## config.mk

```make
export PLATFORM = sky130hd
export DESIGN_NAME = mult_seq_nxn_flat
export DESIGN_NICKNAME = d
export VERILOG_FILES = /design/src/rtl/mult_pkg.sv /design/src/rtl/mult_seq_nxn_if.sv /design/src/rtl/mult_digit.sv /design/src/rtl/mult_seq_nxn.sv /design/src/flat_wrapper.sv
export SDC_FILE = /design/constraint.sdc
export NUM_CORES = 1
export LEC_CHECK = 0
export BUFFER_PORTS_ARGS = -buffer_cell sky130_fd_sc_hd__buf_2
export CAP_MARGIN = 20
export CORE_MARGIN = 10
export CORE_UTILIZATION = 45
export CTS_CLUSTER_DIAMETER = 60
export DETAILED_ROUTE_END_ITERATION = 8
export HOLD_SLACK_MARGIN = 0.03
export PLACE_DENSITY_LB_ADDON = 0.3
export SLEW_MARGIN = 10
export SYNTH_ARGS = -nofsm -noshare
export SYNTH_HDL_FRONTEND = slang
export SYNTH_SLANG_ARGS = --single-unit
export TNS_END_PERCENT = 1
```

## constraint.sdc

```tcl
create_clock -name clk -period 6.9 [get_ports clk]
set_input_delay 0.345 -clock clk [delete_from_list [all_inputs] [get_ports clk]]
set_output_delay 0.345 -clock clk [all_outputs]
set_load 0.01 [all_outputs]
```

## src/rtl/mult_pkg.sv

```systemverilog
// mult_pkg: shared FSM encoding and sizing helpers for the digit-serial multiplier
package mult_pkg;
  localparam int ST_W = 3;
  typedef enum logic [ST_W-1:0] {
    ST_IDLE = 3'd0,
    ST_CALC = 3'd1,
    ST_DONE = 3'd2
  } state_t;
  function automatic int num_digits(input int width, input int digit);
    return width / digit;
  endfunction
endpackage

```

## src/rtl/mult_seq_nxn_if.sv

```systemverilog
// mult_seq_nxn_if: operand request and result handshake of the digit-serial multiplier
interface mult_seq_nxn_if #(parameter int WIDTH = 8);
  import mult_pkg::*;
  logic start;
  logic signed_mode;
  logic [WIDTH-1:0] dataa;
  logic [WIDTH-1:0] datab;
  logic busy;
  logic done_flag;
  logic [2*WIDTH-1:0] product;
  logic [ST_W-1:0] state_out;
  modport master(output start, signed_mode, dataa, datab, input busy, done_flag, product, state_out);
  modport slave(input start, signed_mode, dataa, datab, output busy, done_flag, product, state_out);
endinterface

```

## src/rtl/mult_digit.sv

```systemverilog
// mult_digit: combinational DIGIT x DIGIT unsigned multiplier
module mult_digit #(parameter int DIGIT = 4) (
  input  logic [DIGIT-1:0]   a,
  input  logic [DIGIT-1:0]   b,
  output logic [2*DIGIT-1:0] p
);
  assign p = (2*DIGIT)'(a) * (2*DIGIT)'(b);
endmodule

```

## src/rtl/mult_seq_nxn.sv

```systemverilog
// mult_seq_nxn: WIDTH x WIDTH multiplier accumulating one DIGIT x DIGIT partial product per clock
module mult_seq_nxn import mult_pkg::*; #(
  parameter int WIDTH = 8,
  parameter int DIGIT = 4
) (
  input logic clk,
  input logic reset_a,
  mult_seq_nxn_if.slave bus
);
  localparam int ND = num_digits(WIDTH, DIGIT);
  localparam int DW = $clog2(ND + 1);
  localparam int PW = 2 * WIDTH;
  state_t state, state_n;
  logic [WIDTH-1:0] a_mag, b_mag;
  logic neg;
  logic [PW-1:0] acc, pp, sum, product;
  logic [DW-1:0] di, dj;
  logic [DIGIT-1:0] dig_a, dig_b;
  logic [2*DIGIT-1:0] pd;
  logic last_i, last, launch;
  assign dig_a = a_mag[32'(di)*DIGIT +: DIGIT];
  assign dig_b = b_mag[32'(dj)*DIGIT +: DIGIT];
  mult_digit #(.DIGIT(DIGIT)) u_digit (.a(dig_a), .b(dig_b), .p(pd));
  assign pp = PW'(pd) << ((32'(di) + 32'(dj)) * DIGIT);
  assign sum = acc + pp;
  assign last_i = di == DW'(ND - 1);
  assign last = last_i && dj == DW'(ND - 1);
  assign launch = bus.start && (state == ST_IDLE || state == ST_DONE);
  always_comb begin
    state_n = launch ? ST_CALC :
              state == ST_CALC ? (last ? ST_DONE : ST_CALC) :
              (state == ST_IDLE || state == ST_DONE) ? state : ST_IDLE;
  end
  // Magnitudes are latched so the datapath stays unsigned; the sign is reapplied once at the end.
  always_ff @(posedge clk) begin
    if (reset_a) begin
      state   <= ST_IDLE;
      product <= '0;
      acc     <= '0;
      a_mag   <= '0;
      b_mag   <= '0;
      neg     <= 1'b0;
      di      <= '0;
      dj      <= '0;
    end else begin
      state <= state_n;
      if (launch) begin
        a_mag <= bus.signed_mode && bus.dataa[WIDTH-1] ? -bus.dataa : bus.dataa;
        b_mag <= bus.signed_mode && bus.datab[WIDTH-1] ? -bus.datab : bus.datab;
        neg   <= bus.signed_mode && (bus.dataa[WIDTH-1] ^ bus.datab[WIDTH-1]);
        acc   <= '0;
        di    <= '0;
        dj    <= '0;
      end else if (state == ST_CALC) begin
        acc <= sum;
        di  <= last_i ? '0 : di + 1'b1;
        dj  <= last_i ? dj + 1'b1 : dj;
        if (last) product <= neg ? -sum : sum;
      end
    end
  end
  assign bus.busy      = state == ST_CALC;
  assign bus.done_flag = state == ST_DONE;
  assign bus.product   = product;
  assign bus.state_out = state;
endmodule

```

## src/flat_wrapper.sv

```systemverilog
// flat-port wrapper written by rule: the top's interface ports become plain ports
module mult_seq_nxn_flat import mult_pkg::*;
#(
  parameter int WIDTH = 8,
  parameter int DIGIT = 4
)
  (clk, reset_a, bus_start, bus_signed_mode, bus_dataa, bus_datab, bus_busy, bus_done_flag, bus_product, bus_state_out);
  mult_seq_nxn_if #(.WIDTH(WIDTH)) bus_i ();
  input logic clk;
  input logic reset_a;
  input wire logic [$bits(bus_i.start)-1:0] bus_start;
  input wire logic [$bits(bus_i.signed_mode)-1:0] bus_signed_mode;
  input wire logic [$bits(bus_i.dataa)-1:0] bus_dataa;
  input wire logic [$bits(bus_i.datab)-1:0] bus_datab;
  output wire logic [$bits(bus_i.busy)-1:0] bus_busy;
  output wire logic [$bits(bus_i.done_flag)-1:0] bus_done_flag;
  output wire logic [$bits(bus_i.product)-1:0] bus_product;
  output wire logic [$bits(bus_i.state_out)-1:0] bus_state_out;
  assign bus_i.start = bus_start;
  assign bus_i.signed_mode = bus_signed_mode;
  assign bus_i.dataa = bus_dataa;
  assign bus_i.datab = bus_datab;
  assign bus_busy = bus_i.busy;
  assign bus_done_flag = bus_i.done_flag;
  assign bus_product = bus_i.product;
  assign bus_state_out = bus_i.state_out;
  mult_seq_nxn #(.WIDTH(WIDTH), .DIGIT(DIGIT)) u_core (.clk(clk), .reset_a(reset_a), .bus(bus_i));
endmodule
```

; ---- After elaboration in Yosys (flattened, before gate mapping)
; Cells that the tools add are included.
[word_totals]
reg_bits = 56
output_inout_bits = 21
input_bits = 20
word_cells = 46
[classes]
bitwise_logic = 2
eq_ne = 6
shifts = 3
muxes = 8
reduce_logical = 10
n_mul = 1
add_sub_neg = 7
[op_table]
columns = operator, n
row1 = $shl 8x32->16, 1
row2 = $add 16x16->16, 1
row3 = $mux 16, 1
row4 = $mux 8, 2
row5 = $neg 16->16, 1
row6 = $neg 8->8, 2
row7 = $shiftx 8x5->4, 2
row8 = $mul 4x4->8, 1
row9 = $mux 3, 2
row10 = $logic_and 1x1->1, 5
row11 = $add 2x1->2 const B, 2
row12 = $eq 2x1->1 const B, 2
row13 = $mux 2, 2
row14 = $add 2x2->3, 1
row15 = $eq 3x1->1 const B, 1
row16 = $eq 3x2->1 const B, 1
row17 = $logic_not 3->1, 1
row18 = $ne 3x2->1 const B, 1
row19 = $reduce_and 3->1, 1
row20 = $ne 2x2->1 const B, 1
row21 = $reduce_and 2->1, 1
row22 = $reduce_or 2->1, 1
row23 = $logic_or 1x1->1, 1
row24 = $mux 1, 1
row25 = other kinds (2), 2

; ---- Longest topological paths before layout
; Gate-level depths: netlist (run 1).
[depth]
ltp_word = 6
ltp_mapped = 26

; ---- Modules after synthesis
; A second synthesis (run 1) with hierarchy kept.
[hier_totals]
cells_unflattened = 503
hier_area_um2 = 4057.6
[modules_own_cells]
columns = mod, instances, seq_area_each_um2, area_each_um2, cells_per_inst
row1 = mult_seq_nxn, 1, 1101.1, 3609.7, 452
row2 = mult_digit, 1, 0.0, 447.9, 51

; ---- Least setup slack after synthesis (run 1)
; Ideal clock, no wire load.
[synth_timing]
kind = reg-to-reg
from = register u_core.di[0]
to = register u_core.product[15], in the netlist u_core.bus.product[15]
period_less_slack_ns = 5.878
t_arrival_ns = 5.761
setup_slack_ns = 1.022
n_path_buf = 1
setup_ns = 0.117
stages_incl_launch_ff = 26
path_cell_list = dfxtp_1 clkbuf_1 mux2i_1 nor2_1 nand2_1 fa_1 inv_1 fa_1 ha_1 a21oi_1 nor2b_1 o31ai_1 nand2b_1 xnor2_1 mux2_2 nor2_1 ha_1 a21oi_1 o211ai_1 a41oi_2 a21oi_2 xnor2_1 or4b_4 o41ai_2 xor2_1 a22o_1
[synth_between]
elab_chain_cells = 6
elab_cells_between_ends = 10
classes_between = 3 x add/sub / 1 x mul / 1 x eq/ne / 2 x shift / 1 x mux / 2 x reduce/logical
[synth_rtl]
columns = element, line
row1 = "start, declared", mult_seq_nxn.sv:17  ; logic [DW-1:0] di, dj;
row2 = "start signal, assigned", mult_seq_nxn.sv:56  ; di <= last_i ? '0 : di + 1'b1;
row3 = $shiftx 8x5->4, mult_seq_nxn.sv:21  ; assign dig_a = a_mag[32'(di)*DIGIT +: DIGIT];
row4 = $mul 4x4->8, mult_digit.sv:7  ; assign p = (2*DIGIT)'(a) * (2*DIGIT)'(b);
row5 = $shl 8x32->16, mult_seq_nxn.sv:24  ; assign pp = PW'(pd) << ((32'(di) + 32'(dj)) * DIGIT);
row6 = $add 16x16->16, mult_seq_nxn.sv:25  ; assign sum = acc + pp;
row7 = $neg 16->16, mult_seq_nxn.sv:58  ; if (last) product <= neg ? -sum : sum;
row8 = $mux 16, mult_seq_nxn.sv:58
row9 = "end signal, assigned", mult_seq_nxn.sv:58
row10 = "end, declared", mult_seq_nxn.sv:16  ; logic [PW-1:0] acc, pp, sum, product;
; Parallel ways exist; a longest one is shown, timed or not.
; A chain may end at the register's enable or synchronous reset.

; ---- Worst setup path in the final report (run 1)
[layout_timing]
from = register u_core.di[0]
to = register u_core.product[14], in the netlist u_core.bus.product[14]
; The elaborated chain is that of the path after synthesis.

==> results of run 1 <==
kinds of logic (layout without fill, tap and decap cells):
group                      Yosys count  in the layout  synth area share [%]
AOI/OAI and AO/OA                  112            112                  19.0
buffers and inverters               43             68                  4.78
muxes                               15             15                  3.82
adders and majority gates           38             38                  12.9
other                                1              1                0.0931
DFF                                 55             55                  27.3
xor gates and xnor gates            42             42                  9.13
and+or+nand+nor                    200            200                  22.9
power groups by stage:
stage | clock, uW | sequential, uW | combinational [uW]
6_report | 213 | 339 | 148
5_1_grt | 230 | 341 | 166
4_1_cts | 219 | 339 | 148
3_5_place_dp | 0 | 347 | 147
3_3_place_gp | 0 | 346 | 144
2_1_floorplan | 0 | 342 | 116
worst max-delay path by stage:
stage                         startpoint                                  end  slack (ns)  depth (start not counted)
6_report       u_core.di[0]$_SDFFE_PP0P_  u_core.bus.product[14]$_SDFFE_PP0P_        0.58                         24
5_1_grt        u_core.di[0]$_SDFFE_PP0P_  u_core.bus.product[14]$_SDFFE_PP0P_        0.03                         24
4_1_cts        u_core.di[0]$_SDFFE_PP0P_  u_core.bus.product[14]$_SDFFE_PP0P_        0.48                         24
3_5_place_dp   u_core.di[0]$_SDFFE_PP0P_  u_core.bus.product[15]$_SDFFE_PP0P_        0.54                         24
3_3_place_gp   u_core.di[0]$_SDFFE_PP0P_  u_core.bus.product[15]$_SDFFE_PP0P_        0.84                         24
2_1_floorplan  u_core.di[0]$_SDFFE_PP0P_  u_core.bus.product[15]$_SDFFE_PP0P_        1.02                         25
layout by cell type (no fill, tap or decap), types with 4 or more instances in the layout:
cell type	n
nor2_1	66
nand2_1	66
dfxtp_1	53
buf_2	39
ha_1	32
a21oi_1	27
xnor2_1	26
o21ai_0	23
inv_1	21
xor2_1	16
a211oi_1	15
mux2i_1	12
nand3_1	11
nor3_1	10
a21o_1	8
nand2b_1	6
a31oi_1	6
o31ai_1	6
fa_1	6
nand4_1	5
clkbuf_8	5
nor4_1	4
or2_2	4
nor2b_1	4
o21a_1	4
final cells by class:
class | count | area [um^2]
Multi-Input combinational cell | 408 | 2740
Clock buffer | 5 | 68.8
Clock inverter | 2 | 37.5
Sequential cell | 55 | 1100
Timing Repair Buffer | 40 | 203
Tap cell | 108 | 135
Inverter | 21 | 78.8
Fill cell | 843 | 4350
what timing repair did:
action | in CTS | in global routing
hold buffers | 0 | 0
resized for setup | 0 | 2
endpoints found under the setup margin | 0 | 2
flip-flops by register name (all words and copies together), names as in the netlist:
| register | flops |
|---|---|
| u_core.dj | 2 |
| u_core.acc | 16 |
| u_core.bus.product | 16 |
| u_core.neg | 1 |
| u_core.a_mag | 8 |
| u_core.bus.state_out | 2 |
| u_core.b_mag | 8 |
| u_core.di | 2 |
routing by layer:
layer	global-route usage (%)	wire (um)	part of all wire, %
met1	16.9	4150	45
met2	26.1	4690	50
met3	2.10	423	4.5
met4	3.01	59	0.63
met5	0	0	0
worst reg2reg max path, delay by kind of cell, from the launching register on:
family / cells / cell delay (ns)
AOI/OAI and AO/OA: 8 / 1.96
xor gates and xnor gates: 3 / 0.51
adders and majority gates: 4 / 1.69
buffers and inverters: 1 / 0.06
DFF: 1 / 0.44
muxes: 2 / 0.42
and+or+nand+nor: 6 / 1.15
per-stage QoR:
step	cell area [um^2]	utilization (%)	setup slack, ns	std cells	total power [uW]
CTS	4360	50.0	0.481	639	707
floorplan	4030	-	1.02	506	458
detailed placement	4260	48.8	0.536	632	494
finish	4370	50.1	0.580	639	700
global route	4370	50.1	0.0305	639	737
global placement	4260	48.8	0.842	632	491
==> results_dict.tcl, run 1 <==
set metrics [dict create \
    wl_per_cell_um 14.6 \
    worstSkewPairLatency_ns 0.31 \
    reg2reg_depth 24 \
    relSlewSlack_pct 41.0 \
    die_y_um 115 \
    rows 34 \
    hpwl_um 7490 \
    p_clk_share_pct 30.4 \
    cts_setup_buffers 0 \
    synth_top_area_share_pct 27.3 \
    drtAntennaViolNets 0 \
    ir_drop_mv 0.0760 \
    pwr-share-seq_pct 48.4 \
    setup_violations 0 \
    finalClockSkew_ns 0.0141 \
    grt_usage_pct 14.2 \
    fmax_mhz 158 \
    critPathKind "flip-flop to flip-flop" \
    synthArstFlopShare_pct 0 \
    dieArea_um2 13100 \
    seq_area_frac_synth_pct 27.3 \
    synthCells 506 \
    crit_required_ns 7.11 \
    crit_top_cell "xnor2_1" \
    min_period_ns 6.32 \
    coreArea_um2 8720 \
    grt_pass1_wl_um 15800 \
    power_leakage_uw 0.00187 \
    grt_pass1_vias 3384 \
    synthTopCellsByArea "dfxtp_1, ha_1, nand2_1, nor2_1, xnor2_1" \
    switchingPower_uw 210 \
    die_x_um 115 \
    slowest_stage "fa_1" \
    worstHoldPathType "primary input to flip-flop" \
    area_delta_synth_final_pct 8.45 \
    drt_pass1_iterations 4 \
    clockBufferDepth 2 \
    cts_buffers 5 \
    tightest_slew_ns 0.884 \
    worstPathArrival_ns 6.53 \
    io-pin-count 41 \
    drt_wl_total_um 9320 \
    vias 3516 \
    swShare_pct 29.9 \
    htreeDepth 2 \
    pwr_density_cell_nw_per_um2 160 \
    synthTopCellsByCount "nand2_1, nor2_1, dfxtp_1" \
    first_iter_violations 184 \
    yosys_warnings 0 \
    yosysUniqueCellTypes 62 \
    crit_path_max_incr_delay_ns 0.55 \
    grt_setup_unrepaired "false" \
    critical-path-top-delay-family "compound AO/OA/AOI/OAI gates" \
    maxCapViolations 0 \
    nets 589 \
    holdPathStages 2 \
    synth_flop_cell "dfxtp_1" \
    cts_root_buf "clkbuf_8" \
    synth-edff-count 0 \
    hold-worst-slack_ns 0.329 \
    hp-start "bus_datab[7]" \
    synth.net_count 564 \
    timing.critical_path.cells "mux2i_1 -> nor2_1 -> nand2_1 -> fa_1 -> inv_1 -> fa_1 -> ha_1 -> a21oi_1 -> nor2b_1 -> o31ai_1 -> nand2b_1 -> xnor2_1 -> mux2_2 -> nor2_1 -> ha_1 -> a21oi_1 -> o211ai_1 -> a41oi_2 -> a21oi_2 -> xnor2_1 -> or4b_4 -> o31ai_1 -> xnor2_1 -> a22o_1" \
    syn_area_um2 4030 \
    drive_above_1_share_pct 13.2 \
    timing_hold_violations_final 0 \
    start_util_pct 46.2 \
    power_frac_comb_pct 21.1 \
    diodes 0 \
    clk_pin_slew_ns 0.10 \
    finalMaxSlewViolations 0 \
    status "completed" \
    period_share_pct 91.6 \
    syn_avg_cell_area_um2 7.96 \
    tritoncts "yes" \
    min_to "u_core.b_mag[7]$_SDFFE_PP0P_" \
    gp_congestion 0.863 \
    cts.sink_count 55 \
    viasPerCell 5.50 \
    timing.rr.start "u_core.di[0]$_SDFFE_PP0P_" \
    grt_overflow 0 \
    fin_tns_setup_ns 0 \
    synth_seq_cells 55 \
    worstSetupEndpointType "flip-flop" \
    regToRegEndpoint "u_core.bus.product[14]$_SDFFE_PP0P_" \
    path_buf_inv 1 \
    route.detailed.drc 0 \
    cp-start-kind "flip-flop" \
    grt_max_degree 25 \
    portBuffers 39 \
    antenna_found_initial 0 \
    p_int_uw 491 \
    reg2reg_slack_ns 0.58 \
    yosys.area.top_type "dfxtp_1" \
    critical_path.max_fanout 8 \
]
Note: power is estimated with default switching activity, not from simulation.
==> run 2, diff against run 1 <==
- ABC_CLOCK_PERIOD_IN_PS: unset -> 6400
- clock period: 6.9 -> 6.4 ns (I/O delays scaled with it)
==> results_dict.tcl, run 2 (synthesis results as in run 1) <==
set metrics [dict create \
    grt_usage_pct 14.2 \
    cts_buffers 5 \
    wl_per_cell_um 14.7 \
    rows 34 \
    status "completed" \
    final_cell_mix "nor2_1, nand2_1, dfxtp_1, buf_2, ha_1" \
    fill_cells 836 \
    grt_util_met2_pct 25.7 \
    met3_usage_pct 2.15 \
    worstHoldPathType "primary input to flip-flop" \
    pwr_density_cell_nw_per_um2 172 \
    cp-start-kind "flip-flop" \
    hpwl_um 7600 \
    drt_wl_total_um 9450 \
    coreArea_um2 8720 \
    min_period_ns 6.07 \
    swShare_pct 29.6 \
    power_leakage_uw 0.00187 \
    busiest_layer "met2" \
    power_frac_comb_pct 21.6 \
    reg_top3 "u_core.acc: 16 flops, u_core.bus.product: 16 flops" \
    holdPathStages 3 \
    drt_pass1_iterations 5 \
    first_iter_violations 153 \
    grt_overflow 0 \
    drive_above_1_share_pct 13.5 \
    post_cts_resized 0 \
    area_delta_synth_final_pct 9.04 \
    dieArea_um2 13100 \
    cts_root_buf "clkbuf_8" \
    relSlewSlack_pct 43.8 \
    final_cells 642 \
    portBuffers 39 \
    die_x_um 115 \
    grt_pass1_wl_um 15800 \
    finalMaxSlewViolations 0 \
    finalClockSkew_ns 0.00877 \
    final_util_pct 50.4 \
    pwr-share-seq_pct 48.5 \
    nets 592 \
    vias 3527 \
    worstSetupEndpointType "flip-flop" \
    use_met1_pct 17.2 \
    tightest_slew_ns 0.843 \
    period_share_pct 94.9 \
    reg2reg_slack_ns 0.33 \
    viasPerCell 5.49 \
    hp-start "bus_dataa[0]" \
    setup_violations 0 \
    timing.rr.start "u_core.di[0]$_SDFFE_PP0P_" \
    worstSkewPairLatency_ns 0.30 \
    tritoncts "yes" \
    grt_pass1_vias 3409 \
    crit_required_ns 6.60 \
    worstPathArrival_ns 6.28 \
    maxCapViolations 0 \
    timing_hold_violations_final 0 \
    cts.sink_count 55 \
    critical_path.max_fanout 8 \
    htreeDepth 2 \
    min_to "u_core.a_mag[0]$_SDFFE_PP0P_" \
    reg2reg_depth 24 \
    p_clk_share_pct 29.9 \
    ir_drop_mv 0.129 \
    route.detailed.drc 0 \
    fmax_mhz 165 \
    io-pin-count 41 \
    diodes 0 \
    hold-worst-slack_ns 0.317 \
    drtAntennaViolNets 0 \
    antenna_found_initial 0 \
    critPathKind "flip-flop to flip-flop" \
    switchingPower_uw 224 \
    start_util_pct 46.2 \
    dp.cells 634 \
    clockBufferDepth 2 \
    hold_buffers 0 \
    p_int_uw 531 \
    cts_setup_buffers 0 \
    clk_pin_slew_ns 0.09 \
    regToRegEndpoint "u_core.bus.product[14]$_SDFFE_PP0P_" \
    grt_max_degree 25 \
    die_y_um 115 \
    gp_congestion 0.855 \
]
[run 2: changes by cell type in the layout (fill, tap and decap cells not counted), sizes merged]
cell / change
buf: +3
[run 2: stage by stage]
step	power, uW	area (um^2)	setup WS [ns]	setup TNS, ns
global route	797	4390	-0.0202	-0.0224
floorplan	494	4030	0.522	0
finish	755	4390	0.326	0
CTS	761	4380	0.227	0
detailed placement	535	4270	0.234	0
global placement	532	4270	0.429	0
[run 2: critical path, stage by stage, from the launching register on]
cell and delay [ns]:
dfxtp_1 0.42, mux2i_1 0.16, nor2_1 0.22, nand2_1 0.11
fa_1 0.53, inv_1 0.05, fa_1 0.50, ha_1 0.31
a21oi_1 0.14, nor2b_1 0.08, o31ai_2 0.26, nand2b_1 0.11
xnor2_1 0.14, mux2_2 0.27, nor2_1 0.12, ha_1 0.32
a21oi_1 0.27, o211ai_1 0.16, a41oi_2 0.28, a21oi_2 0.09
xnor2_1 0.25, or4b_4 0.52, o31ai_1 0.31, xnor2_1 0.12
a22o_1 0.23
[run 2: routing by layer]
layer,part of all wire (%),up-vias,routed length [um]
met5,0,-,0
met4,1.2,0,110
met3,3.7,13,351
met2,50,68,4710
met1,45,1630,4280
li1,-,1816,-
[run 2: layout make-up]
cell class,instances,area (um^2),share of cell area [%]
Multi-Input combinational cell,408,2750,62.5
Sequential cell,55,1100,25.1
Timing Repair Buffer,43,225,5.13
Tap cell,108,135,3.08
Inverter,21,78.8,1.79
Clock buffer,5,68.8,1.57
Clock inverter,2,37.5,0.854
[run 2: worst max-delay path by stage]
stage | startpoint | to | slack [ns] | depth (start not counted)
after floorplan | u_core.di[0]$_SDFFE_PP0P_ | u_core.bus.product[15]$_SDFFE_PP0P_ | 0.52 | 25
after global placement | u_core.dj[0]$_SDFFE_PP0P_ | u_core.bus.product[15]$_SDFFE_PP0P_ | 0.43 | 24
after detailed placement | u_core.dj[0]$_SDFFE_PP0P_ | u_core.bus.product[15]$_SDFFE_PP0P_ | 0.23 | 24
after CTS | u_core.dj[0]$_SDFFE_PP0P_ | u_core.bus.product[14]$_SDFFE_PP0P_ | 0.23 | 24
after global routing | u_core.di[0]$_SDFFE_PP0P_ | u_core.bus.product[15]$_SDFFE_PP0P_ | -0.02 | 24
final | u_core.di[0]$_SDFFE_PP0P_ | u_core.bus.product[14]$_SDFFE_PP0P_ | 0.33 | 24
[run 2: power by group through the flow]
| stage | registers [uW] | logic (uW) | clock network [uW] |
|---|---|---|---|
| floorplan | 369 | 125 | 0 |
| global placement | 374 | 158 | 0 |
| detailed placement | 374 | 161 | 0 |
| CTS | 366 | 162 | 233 |
| global route | 368 | 183 | 246 |
| finish | 366 | 163 | 226 |
==> run 3, diff against run 2 <==
- GPL_TIMING_DRIVEN: unset -> 0
==> results_dict.tcl, run 3 (synthesis results as in run 1) <==
set metrics [dict create \
    grt_max_degree 18 \
    grt_overflow 0 \
    finalWorstSetupSlack_ns 0.326 \
    hold_buffers 0 \
    nets 612 \
    reg_top3 "u_core.acc: 16 flops, u_core.bus.product: 16 flops" \
    maxCapViolations 0 \
    drt_wl_total_um 10100 \
    drtAntennaViolNets 0 \
    viasPerCell 5.55 \
    cp-start-kind "flip-flop" \
    power_leakage_uw 0.00191 \
    status "completed" \
    timing_hold_violations_final 0 \
    drt_pass1_iterations 4 \
    tritoncts "yes" \
    route.detailed.drc 0 \
    tightest_slew_ns 0.651 \
    grt_usage_pct 15.2 \
    htreeDepth 2 \
    finalMaxSlewViolations 0 \
    worstPathArrival_ns 6.29 \
    period_share_pct 94.9 \
    pwr_density_cell_nw_per_um2 165 \
    setup_violations 0 \
    worstHoldPathType "primary input to flip-flop" \
    hpwl_um 8170 \
    vias 3677 \
    wl_per_cell_um 15.2 \
    coreArea_um2 8720 \
    critical_path.max_fanout 8 \
    diodes 0 \
    area_delta_synth_final_pct 13.4 \
    clk_pin_slew_ns 0.11 \
    cts_buffers 5 \
    final_cell_mix "nand2_1, nor2_1, dfxtp_1, buf_2, ha_1" \
    fmax_mhz 165 \
    gp_congestion 0.838 \
    dieArea_um2 13100 \
    final_common_cell "nand2_1" \
    die_x_um 115 \
    finalClockSkew_ns 0.0159 \
    min_period_ns 6.07 \
    dp_slack_ns -0.312 \
    start_util_pct 46.2 \
    clockBufferDepth 2 \
    first_iter_violations 193 \
    antenna_found_initial 0 \
    cts_root_buf "clkbuf_8" \
    worstSkewPairLatency_ns 0.32 \
    ir_drop_mv 0.0857 \
    critPathKind "flip-flop to flip-flop" \
    drive_above_1_share_pct 16.0 \
    cts.sink_count 55 \
    fin_tns_setup_ns 0 \
    worstSetupEndpointType "flip-flop" \
    crit_required_ns 6.62 \
    fill_cells 867 \
    grt_pass1_vias 3625 \
    grt_pass1_wl_um 16800 \
    rows 34 \
    relSlewSlack_pct 56.4 \
    portBuffers 38 \
    die_y_um 115 \
    io-pin-count 41 \
]
==> run 3: cell count changes in the layout (fill, tap and decap cells not counted), sizes merged <==
cell / previous run / this run
buf: 43 / 44
clkinv: 0 / 1
clkbuf: 5 / 25
bufinv: 1 / 0
==> run 3: cell type report <==
class / instances / area [um^2] / share of cell area [%]
Clock inverter: 2 / 16.3 / 0.356
Buffer: 22 / 121 / 2.66
Tap cell: 108 / 135 / 2.96
Sequential cell: 55 / 1100 / 24.1
Clock buffer: 6 / 82.6 / 1.81
Multi-Input combinational cell: 408 / 2820 / 61.7
Timing Repair Buffer: 41 / 213 / 4.66
Inverter: 21 / 78.8 / 1.73
==> run 3: path summary, 6_finish.rpt <==
check	start	end	slack, ns	cells after the start
worst min-delay path	bus_dataa[0]	u_core.a_mag[0]$_SDFFE_PP0P_	0.30	3
worst max register to register	u_core.di[0]$_SDFFE_PP0P_	u_core.bus.product[15]$_SDFFE_PP0P_	0.33	25
worst min register to register	u_core.bus.product[8]$_SDFFE_PP0P_	u_core.bus.product[8]$_SDFFE_PP0P_	0.46	2
worst max-delay path	u_core.di[0]$_SDFFE_PP0P_	u_core.bus.product[15]$_SDFFE_PP0P_	0.33	25
==> run 3: repair_timing <==
action,in CTS,in global routing
setup endpoints to repair,3,5
buffers inserted,0,3
cloned,0,0
hold endpoints to repair,0,0
pin swaps,0,5
resized for setup,4,19
==> run 3: power by group <==
part	switching [uW]	total (uW)	internal (uW)
logic	110	178	68.2
clock network	122	210	88.7
registers	7.94	363	355
==> run 3: through the flow <==
step,cells,utilization [%],area [um^2],hold WS [ns],power [uW]
2_1_floorplan,506,-,4030,0.420,494
3_3_place_gp,652,49.9,4350,0.433,535
3_5_place_dp,652,49.9,4350,0.442,539
4_1_cts,660,51.2,4470,0.295,747
5_1_grt,663,52.4,4570,0.307,790
6_report,663,52.4,4570,0.296,752
==> run 3: critical path: stages, from the launching register on <==
cell      delay (ns)
dfxtp_1         0.33
clkbuf_4        0.19
mux2i_2         0.18
nor2_2          0.15
nand2_1         0.09
fa_1            0.53
inv_1           0.05
fa_1            0.49
ha_1            0.30
a21oi_1         0.14
nor2b_1         0.08
o31ai_2         0.24
nand2b_1        0.10
xnor2_1         0.16
mux2_2          0.28
nor2_2          0.18
ha_4            0.26
a21oi_2         0.19
o21ai_1         0.13
a41oi_2         0.34
a21oi_2         0.12
xnor2_2         0.25
or4b_4          0.53
o41ai_4         0.35
xor2_1          0.11
a22o_1          0.20
==> run 3: per-layer routing <==
| layer | track usage, % | vias to the layer above | share of wire (%) |
|---|---|---|---|
| li1 | - | 1860 | - |
| met1 | 18.7 | 1723 | 44 |
| met2 | 25.7 | 72 | 49 |
| met3 | 2.62 | 22 | 4.2 |
| met4 | 5.76 | 0 | 3.0 |
| met5 | 0 | - | 0 |
